[config.mk]
export PLATFORM = sky130hd
export DESIGN_NAME = apb_uart_fifo_regs
export DESIGN_NICKNAME = d
export VERILOG_FILES = /design/src/rtl/apb_uart_fifo_regs.sv
export SDC_FILE = /design/constraint.sdc
export NUM_CORES = 1
export LEC_CHECK = 0
export BUFFER_PORTS_ARGS = -buffer_cell sky130_fd_sc_hd__buf_2
export CORE_MARGIN = 5
export CORE_UTILIZATION = 42
export DETAILED_ROUTE_END_ITERATION = 8
export MAX_ROUTING_LAYER = met4
export SETUP_SLACK_MARGIN = 0.15
export SLEW_MARGIN = 20
export SYNTH_ARGS = -nofsm -noshare
export SYNTH_HDL_FRONTEND = slang
export SYNTH_SLANG_ARGS = --single-unit
[constraint.sdc]
create_clock -name PCLK -period 2.88 [get_ports PCLK]
set_input_delay 0.288 -clock PCLK [delete_from_list [all_inputs] [get_ports PCLK]]
set_output_delay 0.288 -clock PCLK [all_outputs]
set_load 0.05 [all_outputs]
[src/rtl/apb_uart_fifo_regs.sv]
// APB3 register block for the UART: DATA/STATUS/CTRL/INT registers in front of TX and RX FIFOs.
// Zero wait states; PRDATA and PSLVERR are combinational during the access phase.
module apb_uart_fifo_regs #(
    parameter int DATA_W   = 8,
    parameter int TX_DEPTH = 16,
    parameter int RX_DEPTH = 16,
    parameter int ADDR_W   = 8
) (
    input  logic              PCLK,
    input  logic              PRESETn,
    input  logic              PSEL,
    input  logic              PENABLE,
    input  logic              PWRITE,
    input  logic [ADDR_W-1:0] PADDR,
    input  logic [31:0]       PWDATA,
    output logic [31:0]       PRDATA,
    output logic              PREADY,
    output logic              PSLVERR,
    output logic [DATA_W-1:0] utx_data,
    output logic              utx_valid,
    input  logic              utx_ready,
    input  logic [DATA_W-1:0] urx_data,
    input  logic              urx_valid,
    input  logic              urx_error,
    output logic              irq
);
    localparam int TX_PW = $clog2(TX_DEPTH);
    localparam int RX_PW = $clog2(RX_DEPTH);
    localparam int TX_CW = TX_PW + 1;
    localparam int RX_CW = RX_PW + 1;
    localparam int WI_W  = ADDR_W - 2;
    localparam logic [8:0] TX_THR_MASK = 9'((1 << TX_CW) - 1);
    localparam logic [8:0] RX_THR_MASK = 9'((1 << RX_CW) - 1);

    logic [DATA_W-1:0] tx_mem_q [TX_DEPTH];
    logic [DATA_W-1:0] rx_mem_q [RX_DEPTH];

    logic [TX_PW-1:0] tx_wptr_q, tx_wptr_d, tx_rptr_q, tx_rptr_d;
    logic [RX_PW-1:0] rx_wptr_q, rx_wptr_d, rx_rptr_q, rx_rptr_d;
    logic [TX_CW-1:0] tx_count_q, tx_count_d;
    logic [RX_CW-1:0] rx_count_q, rx_count_d;
    logic             tx_en_q, tx_en_d, rx_en_q, rx_en_d;
    logic [7:0]       tx_thr_q, tx_thr_d, rx_thr_q, rx_thr_d;
    logic [5:0]       int_en_q, int_en_d;
    logic [3:0]       sticky_q, sticky_d;
    logic             irq_q, irq_d;

    logic            acc, wr, rd;
    logic [WI_W-1:0] widx;
    logic            sel_data, sel_stat, sel_ctrl, sel_inten, sel_intst, sel_level, mapped;
    logic            tx_full, tx_empty, rx_full, rx_empty;
    logic            tx_push_req, tx_push, tx_pop, tx_flush;
    logic            rx_pop_req, rx_pop, rx_push, rx_flush;
    logic            tx_low, rx_high;
    logic [5:0]      int_stat;
    logic [3:0]      sticky_set;
    logic [8:0]      tx_lvl, rx_lvl;
    logic            unused_bits;

    assign acc  = PSEL & PENABLE;
    assign wr   = acc & PWRITE;
    assign rd   = acc & ~PWRITE;
    assign widx = PADDR[ADDR_W-1:2];

    assign sel_data  = (widx == WI_W'(0));
    assign sel_stat  = (widx == WI_W'(1));
    assign sel_ctrl  = (widx == WI_W'(2));
    assign sel_inten = (widx == WI_W'(3));
    assign sel_intst = (widx == WI_W'(4));
    assign sel_level = (widx == WI_W'(5));
    assign mapped    = sel_data | sel_stat | sel_ctrl | sel_inten | sel_intst | sel_level;

    // Full/empty come from the registered counts, so same-cycle traffic never changes them.
    assign tx_full  = (tx_count_q == TX_CW'(TX_DEPTH));
    assign tx_empty = (tx_count_q == '0);
    assign rx_full  = (rx_count_q == RX_CW'(RX_DEPTH));
    assign rx_empty = (rx_count_q == '0);

    assign tx_flush    = wr & sel_ctrl & PWDATA[2];
    assign rx_flush    = wr & sel_ctrl & PWDATA[3];
    assign tx_push_req = wr & sel_data;
    assign tx_push     = tx_push_req & ~tx_full & ~tx_flush;
    assign tx_pop      = utx_valid & utx_ready & ~tx_flush;
    assign rx_pop_req  = rd & sel_data;
    assign rx_pop      = rx_pop_req & ~rx_empty & ~rx_flush;
    assign rx_push     = urx_valid & rx_en_q & ~rx_full & ~rx_flush;

    assign utx_valid = tx_en_q & ~tx_empty;
    assign utx_data  = tx_mem_q[tx_rptr_q];
    assign PREADY    = 1'b1;
    assign irq       = irq_q;

    assign tx_lvl   = 9'(tx_count_q);
    assign rx_lvl   = 9'(rx_count_q);
    assign tx_low   = (tx_lvl <= ({1'b0, tx_thr_q} & TX_THR_MASK));
    assign rx_high  = ~rx_empty & (rx_lvl >= ({1'b0, rx_thr_q} & RX_THR_MASK));
    assign int_stat = {sticky_q, rx_high, tx_low};

    assign sticky_set = {urx_error,
                         rx_pop_req & rx_empty,
                         urx_valid & rx_en_q & rx_full & ~rx_flush,
                         tx_push_req & tx_full};

    assign unused_bits = ^{PADDR[1:0], PWDATA};

    always_comb begin
        PRDATA  = 32'h0;
        PSLVERR = acc & (~mapped | (sel_data & (PWRITE ? tx_full : rx_empty)));
        if (rd) begin
            unique case (1'b1)
                sel_data:  PRDATA = rx_empty ? 32'h0 : 32'(rx_mem_q[rx_rptr_q]);
                sel_stat:  PRDATA = {28'h0, rx_full, rx_empty, tx_full, tx_empty};
                sel_ctrl:  PRDATA = {8'h00, rx_thr_q, tx_thr_q, 6'h00, rx_en_q, tx_en_q};
                sel_inten: PRDATA = {26'h0, int_en_q};
                sel_intst: PRDATA = {26'h0, int_stat};
                sel_level: PRDATA = {7'h0, rx_lvl, 7'h0, tx_lvl};
                default:   PRDATA = 32'h0;
            endcase
        end
    end

    always_comb begin
        tx_wptr_d  = tx_wptr_q;
        tx_rptr_d  = tx_rptr_q;
        tx_count_d = tx_count_q;
        rx_wptr_d  = rx_wptr_q;
        rx_rptr_d  = rx_rptr_q;
        rx_count_d = rx_count_q;
        tx_en_d    = tx_en_q;
        rx_en_d    = rx_en_q;
        tx_thr_d   = tx_thr_q;
        rx_thr_d   = rx_thr_q;
        int_en_d   = int_en_q;
        sticky_d   = sticky_q;

        if (tx_flush) begin
            tx_wptr_d  = '0;
            tx_rptr_d  = '0;
            tx_count_d = '0;
        end else begin
            if (tx_push) tx_wptr_d = tx_wptr_q + TX_PW'(1);
            if (tx_pop)  tx_rptr_d = tx_rptr_q + TX_PW'(1);
            if (tx_push && !tx_pop)      tx_count_d = tx_count_q + TX_CW'(1);
            else if (!tx_push && tx_pop) tx_count_d = tx_count_q - TX_CW'(1);
        end

        if (rx_flush) begin
            rx_wptr_d  = '0;
            rx_rptr_d  = '0;
            rx_count_d = '0;
        end else begin
            if (rx_push) rx_wptr_d = rx_wptr_q + RX_PW'(1);
            if (rx_pop)  rx_rptr_d = rx_rptr_q + RX_PW'(1);
            if (rx_push && !rx_pop)      rx_count_d = rx_count_q + RX_CW'(1);
            else if (!rx_push && rx_pop) rx_count_d = rx_count_q - RX_CW'(1);
        end

        if (wr && sel_ctrl) begin
            tx_en_d  = PWDATA[0];
            rx_en_d  = PWDATA[1];
            tx_thr_d = PWDATA[15:8];
            rx_thr_d = PWDATA[23:16];
        end
        if (wr && sel_inten) int_en_d = PWDATA[5:0];

        // Clear first, then OR in new events so a coincident event survives the W1C.
        if (wr && sel_intst) sticky_d = sticky_q & ~PWDATA[5:2];
        sticky_d = sticky_d | sticky_set;

        irq_d = |(int_stat & int_en_q);
    end

    always_ff @(posedge PCLK) begin
        if (tx_push) tx_mem_q[tx_wptr_q] <= PWDATA[DATA_W-1:0];
        if (rx_push) rx_mem_q[rx_wptr_q] <= urx_data;
    end

    always_ff @(posedge PCLK or negedge PRESETn) begin
        if (!PRESETn) begin
            tx_wptr_q  <= '0;
            tx_rptr_q  <= '0;
            tx_count_q <= '0;
            rx_wptr_q  <= '0;
            rx_rptr_q  <= '0;
            rx_count_q <= '0;
            tx_en_q    <= 1'b0;
            rx_en_q    <= 1'b0;
            tx_thr_q   <= '0;
            rx_thr_q   <= '0;
            int_en_q   <= '0;
            sticky_q   <= '0;
            irq_q      <= 1'b0;
        end else begin
            tx_wptr_q  <= tx_wptr_d;
            tx_rptr_q  <= tx_rptr_d;
            tx_count_q <= tx_count_d;
            rx_wptr_q  <= rx_wptr_d;
            rx_rptr_q  <= rx_rptr_d;
            rx_count_q <= rx_count_d;
            tx_en_q    <= tx_en_d;
            rx_en_q    <= rx_en_d;
            tx_thr_q   <= tx_thr_d;
            rx_thr_q   <= rx_thr_d;
            int_en_q   <= int_en_d;
            sticky_q   <= sticky_d;
            irq_q      <= irq_d;
        end
    end
endmodule

### After elaboration in Yosys (flattened, before gate mapping)

Memory sizes are Yosys's and may differ from the RTL's.
Index checks and enable logic that the tools add are counted.

| storage, ports and cells | value |
|---|---|
| memories kept | 2 |
| register bits | 55 |
| logic and storage cells | 119 |
| RAM bits | 256 |
| output and inout port bits | 44 |

| operators by class | value |
|---|---|
| bitwise operators | 43 |
| equality and inequality tests | 7 |
| $add $sub $neg | 8 |
| magnitude comparators | 2 |
| mux-type cells | 23 |
| reduce and logical (&&, ||, !) cells | 21 |

Memories:

| name | words | bits a word | read ports | clocked after memory_dff | wr ports | RTL line | source |
|---|---|---|---|---|---|---|---|
| rx_mem_q | 16 | 8 | 1 | 0 | 1 | 36 | `logic [DATA_W-1:0] rx_mem_q [RX_DEPTH];` |
| tx_mem_q | 16 | 8 | 1 | 0 | 1 | 35 | `logic [DATA_W-1:0] tx_mem_q [TX_DEPTH];` |

Operators with widths:

| operator | count |
|---|---|
| case mux 24 bit (6 select lines) | 1 |
| 2-to-1 mux 4 bit | 9 |
| 2-to-1 mux 32 bit | 1 |
| 2-to-1 mux 5 bit | 6 |
| bitwise AND 1 bit | 25 |
| adder 4 x 1 -> 4 bit, second input constant | 4 |
| == test 6 x 2 -> 1 bit, second input constant | 2 |
| == test 6 x 3 -> 1 bit, second input constant | 2 |
| adder 5 x 1 -> 5 bit, second input constant | 2 |
| == test 5 bit, second input constant | 2 |
| logical NOT 5 bit | 2 |
| subtractor 5 x 1 -> 5 bit, second input constant | 2 |
| 2-to-1 mux 8 bit | 1 |
| NOT 1 bit | 8 |
| nonzero test 2 bit | 4 |
| logical AND 1 bit | 7 |
| bitwise AND 6 bit | 1 |
| == test 6 x 1 -> 1 bit, second input constant | 1 |
| logical NOT 6 bit | 1 |
| bitwise OR 1 bit | 6 |
| nonzero test 3 bit | 2 |
| OR reduction 6 bit | 1 |
| >= comparator 5 bit | 1 |
| <= comparator 5 bit | 1 |
| 5 further kinds | 12 |

### Longest topological paths before layout

| logic depth | value |
|---|---|
| depth in word-level cells | 11 |
| mapped depth | 13 |
| depth with buffers taken out | 10 |

### Worst setup path before layout

OpenSTA, ideal clock, no wires.

| timing | value |
|---|---|
| kind | reg2reg |
| start point | reg tx_count_q[0] |
| end point | reg tx_count_q[4] |
| arrival time | 2.866 ns |
| clock period less this slack | 2.962 ns |
| path slack | -0.082 ns |
| library setup time | 0.096 ns |
| cell stages (with the launch flop) | 10 |
| buffers on the path | 0 |
| path through | dfrtp_1 > or4_1 > o211ai_1 > nand2_1 > fa_1 > a21o_1 > a21o_1 > or2_2 > o21a_1 > o31ai_1 |

| on the way | value |
|---|---|
| longest elaborated chain between the ends | 9 |

RTL lines:

| item | RTL line | source |
|---|---|---|
| start: declaration | 40 | `logic [TX_CW-1:0] tx_count_q, tx_count_d;` |
| start signal: assignment | 196 | `tx_count_q <= tx_count_d;` |
| logical NOT 5 bit | 75 | `assign tx_empty = (tx_count_q == '0);` |
| NOT 1 bit | 88 | `assign utx_valid = tx_en_q & ~tx_empty;` |
| bitwise AND 1 bit | 88 |  |
| bitwise AND 1 bit (2 in a row) | 83 | `assign tx_pop = utx_valid & utx_ready & ~tx_flush;` |
| logical NOT 1 bit | 143 | `if (tx_push && !tx_pop) tx_count_d = tx_count_q + TX_CW'(1);` |
| logical AND 1 bit | 143 |  |
| 2-to-1 mux 5 bit | 143 |  |
| 2-to-1 mux 5 bit | 136 | `if (tx_flush) begin` |

Several ways; a longest one is shown, not always the timed one. The select of a mux whose other input is x is not followed.
A chain may end at the register's enable or synchronous reset.

### Final worst setup path

| timing | value |
|---|---|
| start point | reg rx_rptr_q[0] |
| end point | out PRDATA[0] |

| on the way | value |
|---|---|
| longest elaborated chain between the ends | 4 |

RTL lines:

| item | RTL line | source |
|---|---|---|
| start: declaration | 39 | `logic [RX_PW-1:0] rx_wptr_q, rx_wptr_d, rx_rptr_q, rx_rptr_d;` |
| start signal: assignment | 198 | `rx_rptr_q <= rx_rptr_d;` |
| memory (16 x 8 bit) | -- |  |
| 2-to-1 mux 8 bit | 111 | `sel_data: PRDATA = rx_empty ? 32'h0 : 32'(rx_mem_q[rx_rptr_q]);` |
| case mux 24 bit (6 select lines) | 110 | `unique case (1'b1)` |
| 2-to-1 mux 32 bit | 109 | `if (rd) begin` |
| end: declaration | 16 | `output logic [31:0] PRDATA,` |

No other way between the ends.

==> run summary <==
==================================================================================================
Run status                                                                            finished clean
Area Growth Syn to Fin                                                                      23.20%
Total Routing Usage GR                                                                      17.67%
Clock Latency Late Sink                                                                     520 ps
First-iteration detailed-routing DRC count                                                     477
Final max-slew violation count                                                                   0
Worst-case setup margin in the final layout                                              0.3617 ps
Syn Inst Count                                                                                 826
CTS tree                                                                                       yes
Post-synth design cell area                                                             13,570 um2
Top-area cell type share of the netlist area                                                56.63%
Final total negative setup slack                                                              0 ps
Destination of the worst register-to-register timing path                             tx_count_q[4]
Starting density of the core                                                                42.80%
Largest fanout on the critical path                                                              6
Worst slack at placement                                                                  61.11 ps
Min-Delay Path Class                                                                     in -> reg
Worst endpoint data arrival time                                                           2590 ps
First-pass GRT wire length                                                               47,750 um
Count of distinct cell types in the synthesized netlist                                         62
Antenna Diode Count                                                                              0
Post-synthesis sequential element count                                                        311
Length in cells of the worst reg-to-reg path                                                     9
Clock transition time at the flip-flop clock pins of the worst setup and hold paths          60 ps
Post-route clock skew                                                                     13.36 ps
Total met2 wirelength after detailed routing                                             15,640 um
Cell chosen for the clock root                                                        sky130_fd_sc_hd__clkbuf_16
Launch point of the worst reg-to-reg path                                             tx_count_q[3]
Most frequently used cell type in the post-synthesis netlist                          sky130_fd_sc_hd__edfxtp_1
Die Y                                                                                     189.8 um
Hold_ws                                                                                   12.58 ps
Most used standard cells in the synthesized netlist                                   256 x sky130_fd_sc_hd__edfxtp_1, 70 x sky130_fd_sc_hd__mux4_2, 55 x sky130_fd_sc_hd__dfrtp_1
Relative contribution of combinational cells to total power                                  20.9%
Number of clock sinks                                                                          311
Capture point of the critical path                                                       PRDATA[0]
Number of clock buffers inserted by TritonCTS                                                   35
Max Used Layer                                                                                met4
Portion of the clock cycle consumed by the worst path in the final layout                   99.99%
Warnings from Yosys                                                                              0
Relative slew slack                                                                         55.55%
Gp weighted congestion                                                                      0.8120
Final setup fails                                                                                0
Number of nets with antenna violations after detailed routing                                    0
Critical Path Sink Type                                                                 output pin
Number of synthesized flops with an enable pin                                                 256
Hold path start                                                                          urx_error
Core box area                                                                           31,720 um2
Total chip power                                                                         0.01203 W
Pin count of the biggest net entering global routing                                            36
Actual transition at the worst max-transition pin                                         666.7 ps
Fraction of final layout cells with drive strength greater than 1                           36.06%
Routed length on met3                                                                      1444 um
Critical Path Start                                                                   rx_rptr_q[0]
Maximum clock rate                                                                       347.3 MHz
Final Hold Viols                                                                                 0
Lkg Pwr                                                                                   6.053 nW
Total via count in the routed design                                                         7,767
# IOs                                                                                          100
Die outline area                                                                        36,010 um2
R2R setup slack                                                                             180 ps
Seq/Total Area, Yosys                                                                       66.77%
Post-detailed-route via-to-cell ratio                                                        5.481
H-Tree Level Count                                                                               2
Final #Nets                                                                                  1,076
Buffers on Ports                                                                                80
Main area contributors after synthesis                                                sky130_fd_sc_hd__edfxtp_1 57%, sky130_fd_sc_hd__mux4_2 12%, sky130_fd_sc_hd__dfrtp_1 10%
HPWL after detailed placement                                                            19,970 um
Setup crit start kind                                                                         flop
Number of buffers on the longest clock path                                                      3
Overall routed net length                                                                31,140 um
Fraction of registers with async set/reset                                                  17.68%
Crit Path Category                                                                      reg -> out
Peak VDD IR                                                                              0.5544 mV
Relative contribution of sequential cells to total power                                     42.5%
Dominant synthesized flop cell                                                        sky130_fd_sc_hd__edfxtp_1
Setup repair after global routing missed its margin                                           true
Switching component of the power                                                        0.003141 W
Final min period                                                                           2880 ps
Part of the power in the clock network                                                       36.6%
Max-cap check violation count                                                                    0
Leftover overflow at the end of global routing                                                   0
Drc violations                                                                                   0
Number of antenna violations at the first check in global routing                                0
Site row count                                                                                  65
Average routed wire per standard cell                                                     21.98 um
CP required                                                                                2590 ps
DIE WIDTH                                                                                 189.8 um
Most area-hungry cell type in the Yosys netlist                                       sky130_fd_sc_hd__edfxtp_1
Proportion of total power due to net switching                                              26.12%
Power density relative to cell area                                                   719.3 nW/um2
Mean instance size in the synthesized netlist                                            16.43 um2
M1 wire length                                                                           13,660 um
Internal power consumption                                                              0.008888 W
Detailed Routing Iterations Pass 1                                                               4
Via count of the first global-routing pass                                                   7,929
==================================================================================================
==> critical path: stages, from the launching register on <==
cell and delay, ps:
sky130_fd_sc_hd__dfrtp_2 510, sky130_fd_sc_hd__buf_12 180, sky130_fd_sc_hd__buf_6 110, sky130_fd_sc_hd__mux4_2 520
sky130_fd_sc_hd__mux2i_2 190, sky130_fd_sc_hd__mux2i_2 120, sky130_fd_sc_hd__a22oi_2 200, sky130_fd_sc_hd__a21oi_2 90
sky130_fd_sc_hd__buf_6 170
==> final cells by class <==
class	instances	area [um2]
Timing Repair Buffer	174	1511
Multi-Input combinational cell	447	4427
Sequential cell	311	9070
Tap cell	402	503.0
Fill cell	2584	14990
Clock buffer	44	930.9
Inverter	21	78.83
Clock inverter	18	202.7
==> stage by stage <==
stage,utilization (%),std cells,instance area [um2]
2_1_floorplan,-,833,13630
3_3_place_gp,46.55,1316,14760
3_5_place_dp,46.55,1316,14760
4_1_cts,52.32,1414,16590
5_1_grt,52.73,1417,16720
6_report,52.73,1417,16720
==> layer usage <==
layer | GRT usage, % | vias to the layer above
met5 | - | -
met4 | 3.395 | 0
met3 | 2.716 | 38
met2 | 29.18 | 192
met1 | 23.77 | 3982
li1 | - | 3555
==> cells in the final DEF (no fill, tap or decap), types with 7 or more instances in the layout <==
master	n
sky130_fd_sc_hd__dlygate4sd3_1	12
sky130_fd_sc_hd__and2_1	20
sky130_fd_sc_hd__mux4_2	70
sky130_fd_sc_hd__a21oi_2	9
sky130_fd_sc_hd__nand4_1	8
sky130_fd_sc_hd__and3_1	15
sky130_fd_sc_hd__xor2_1	10
sky130_fd_sc_hd__buf_2	63
sky130_fd_sc_hd__nand2_1	44
sky130_fd_sc_hd__nor2_1	32
sky130_fd_sc_hd__clkbuf_16	36
sky130_fd_sc_hd__buf_6	14
sky130_fd_sc_hd__a21oi_1	16
sky130_fd_sc_hd__ha_1	28
sky130_fd_sc_hd__a22oi_1	8
sky130_fd_sc_hd__conb_1	9
sky130_fd_sc_hd__buf_12	7
sky130_fd_sc_hd__edfxtp_1	256
sky130_fd_sc_hd__buf_8	9
sky130_fd_sc_hd__mux2i_1	8
sky130_fd_sc_hd__buf_4	62
sky130_fd_sc_hd__inv_1	21
sky130_fd_sc_hd__clkbuf_1	8
sky130_fd_sc_hd__mux2_2	27
sky130_fd_sc_hd__nand3_1	16
sky130_fd_sc_hd__dfrtp_1	50
sky130_fd_sc_hd__nand2_2	7
sky130_fd_sc_hd__nor3_1	20
==> logic make-up after synthesis <==
| group | after synthesis | share of synthesized area (%) |
|---|---|---|
| compound gates | 89 | 4.627 |
| xor+xnor | 16 | 1.032 |
| fa+ha+maj | 30 | 2.876 |
| buf+inv | 75 | 2.461 |
| flops | 311 | 66.77 |
| mux | 108 | 14.66 |
| other cells | 2 | 0.05533 |
| simple gates | 195 | 7.512 |
==> flip-flops by register name, indices dropped and copies added, names as in the netlist <==
signal      flops
int_en_q        6
irq             1
rx_count_q      5
rx_en_q         1
rx_mem_q      128
rx_rptr_q       4
rx_thr_q        8
rx_wptr_q       4
sticky_q        4
tx_count_q      5
tx_en_q         1
tx_mem_q      128
tx_rptr_q       4
tx_thr_q        8
tx_wptr_q       4
==> timing repair <==
action,in CTS,in global routing
endpoints found under the setup margin,17,19
hold buffers,11,1
pin swaps,19,14
buffers inserted,19,2
endpoints found under the hold margin,36,1
gates resized for setup,77,27
cloned,6,0
==> how the worst min path moves through the flow <==
stage,cells past startpoint,end,slack (ps)
6_report,2,sticky_q[3],10
2_1_floorplan,0,int_en_q[0],-8
5_1_grt,2,sticky_q[3],2
4_1_cts,2,rx_thr_q[4],0.9
3_5_place_dp,1,tx_rptr_q[1],360
3_3_place_gp,1,tx_count_q[3],340
==> power groups by stage <==
| stage | combinational [W] | sequential (W) | clock (W) |
|---|---|---|---|
| 2_1_floorplan | 0.00141 | 0.00521 | 0 |
| 3_3_place_gp | 0.00205 | 0.00520 | 0 |
| 3_5_place_dp | 0.00206 | 0.00520 | 0 |
| 4_1_cts | 0.00246 | 0.00512 | 0.00449 |
| 5_1_grt | 0.00273 | 0.00514 | 0.00468 |
| 6_report | 0.00251 | 0.00512 | 0.00440 |
Note: power is estimated with default switching activity, not from simulation.
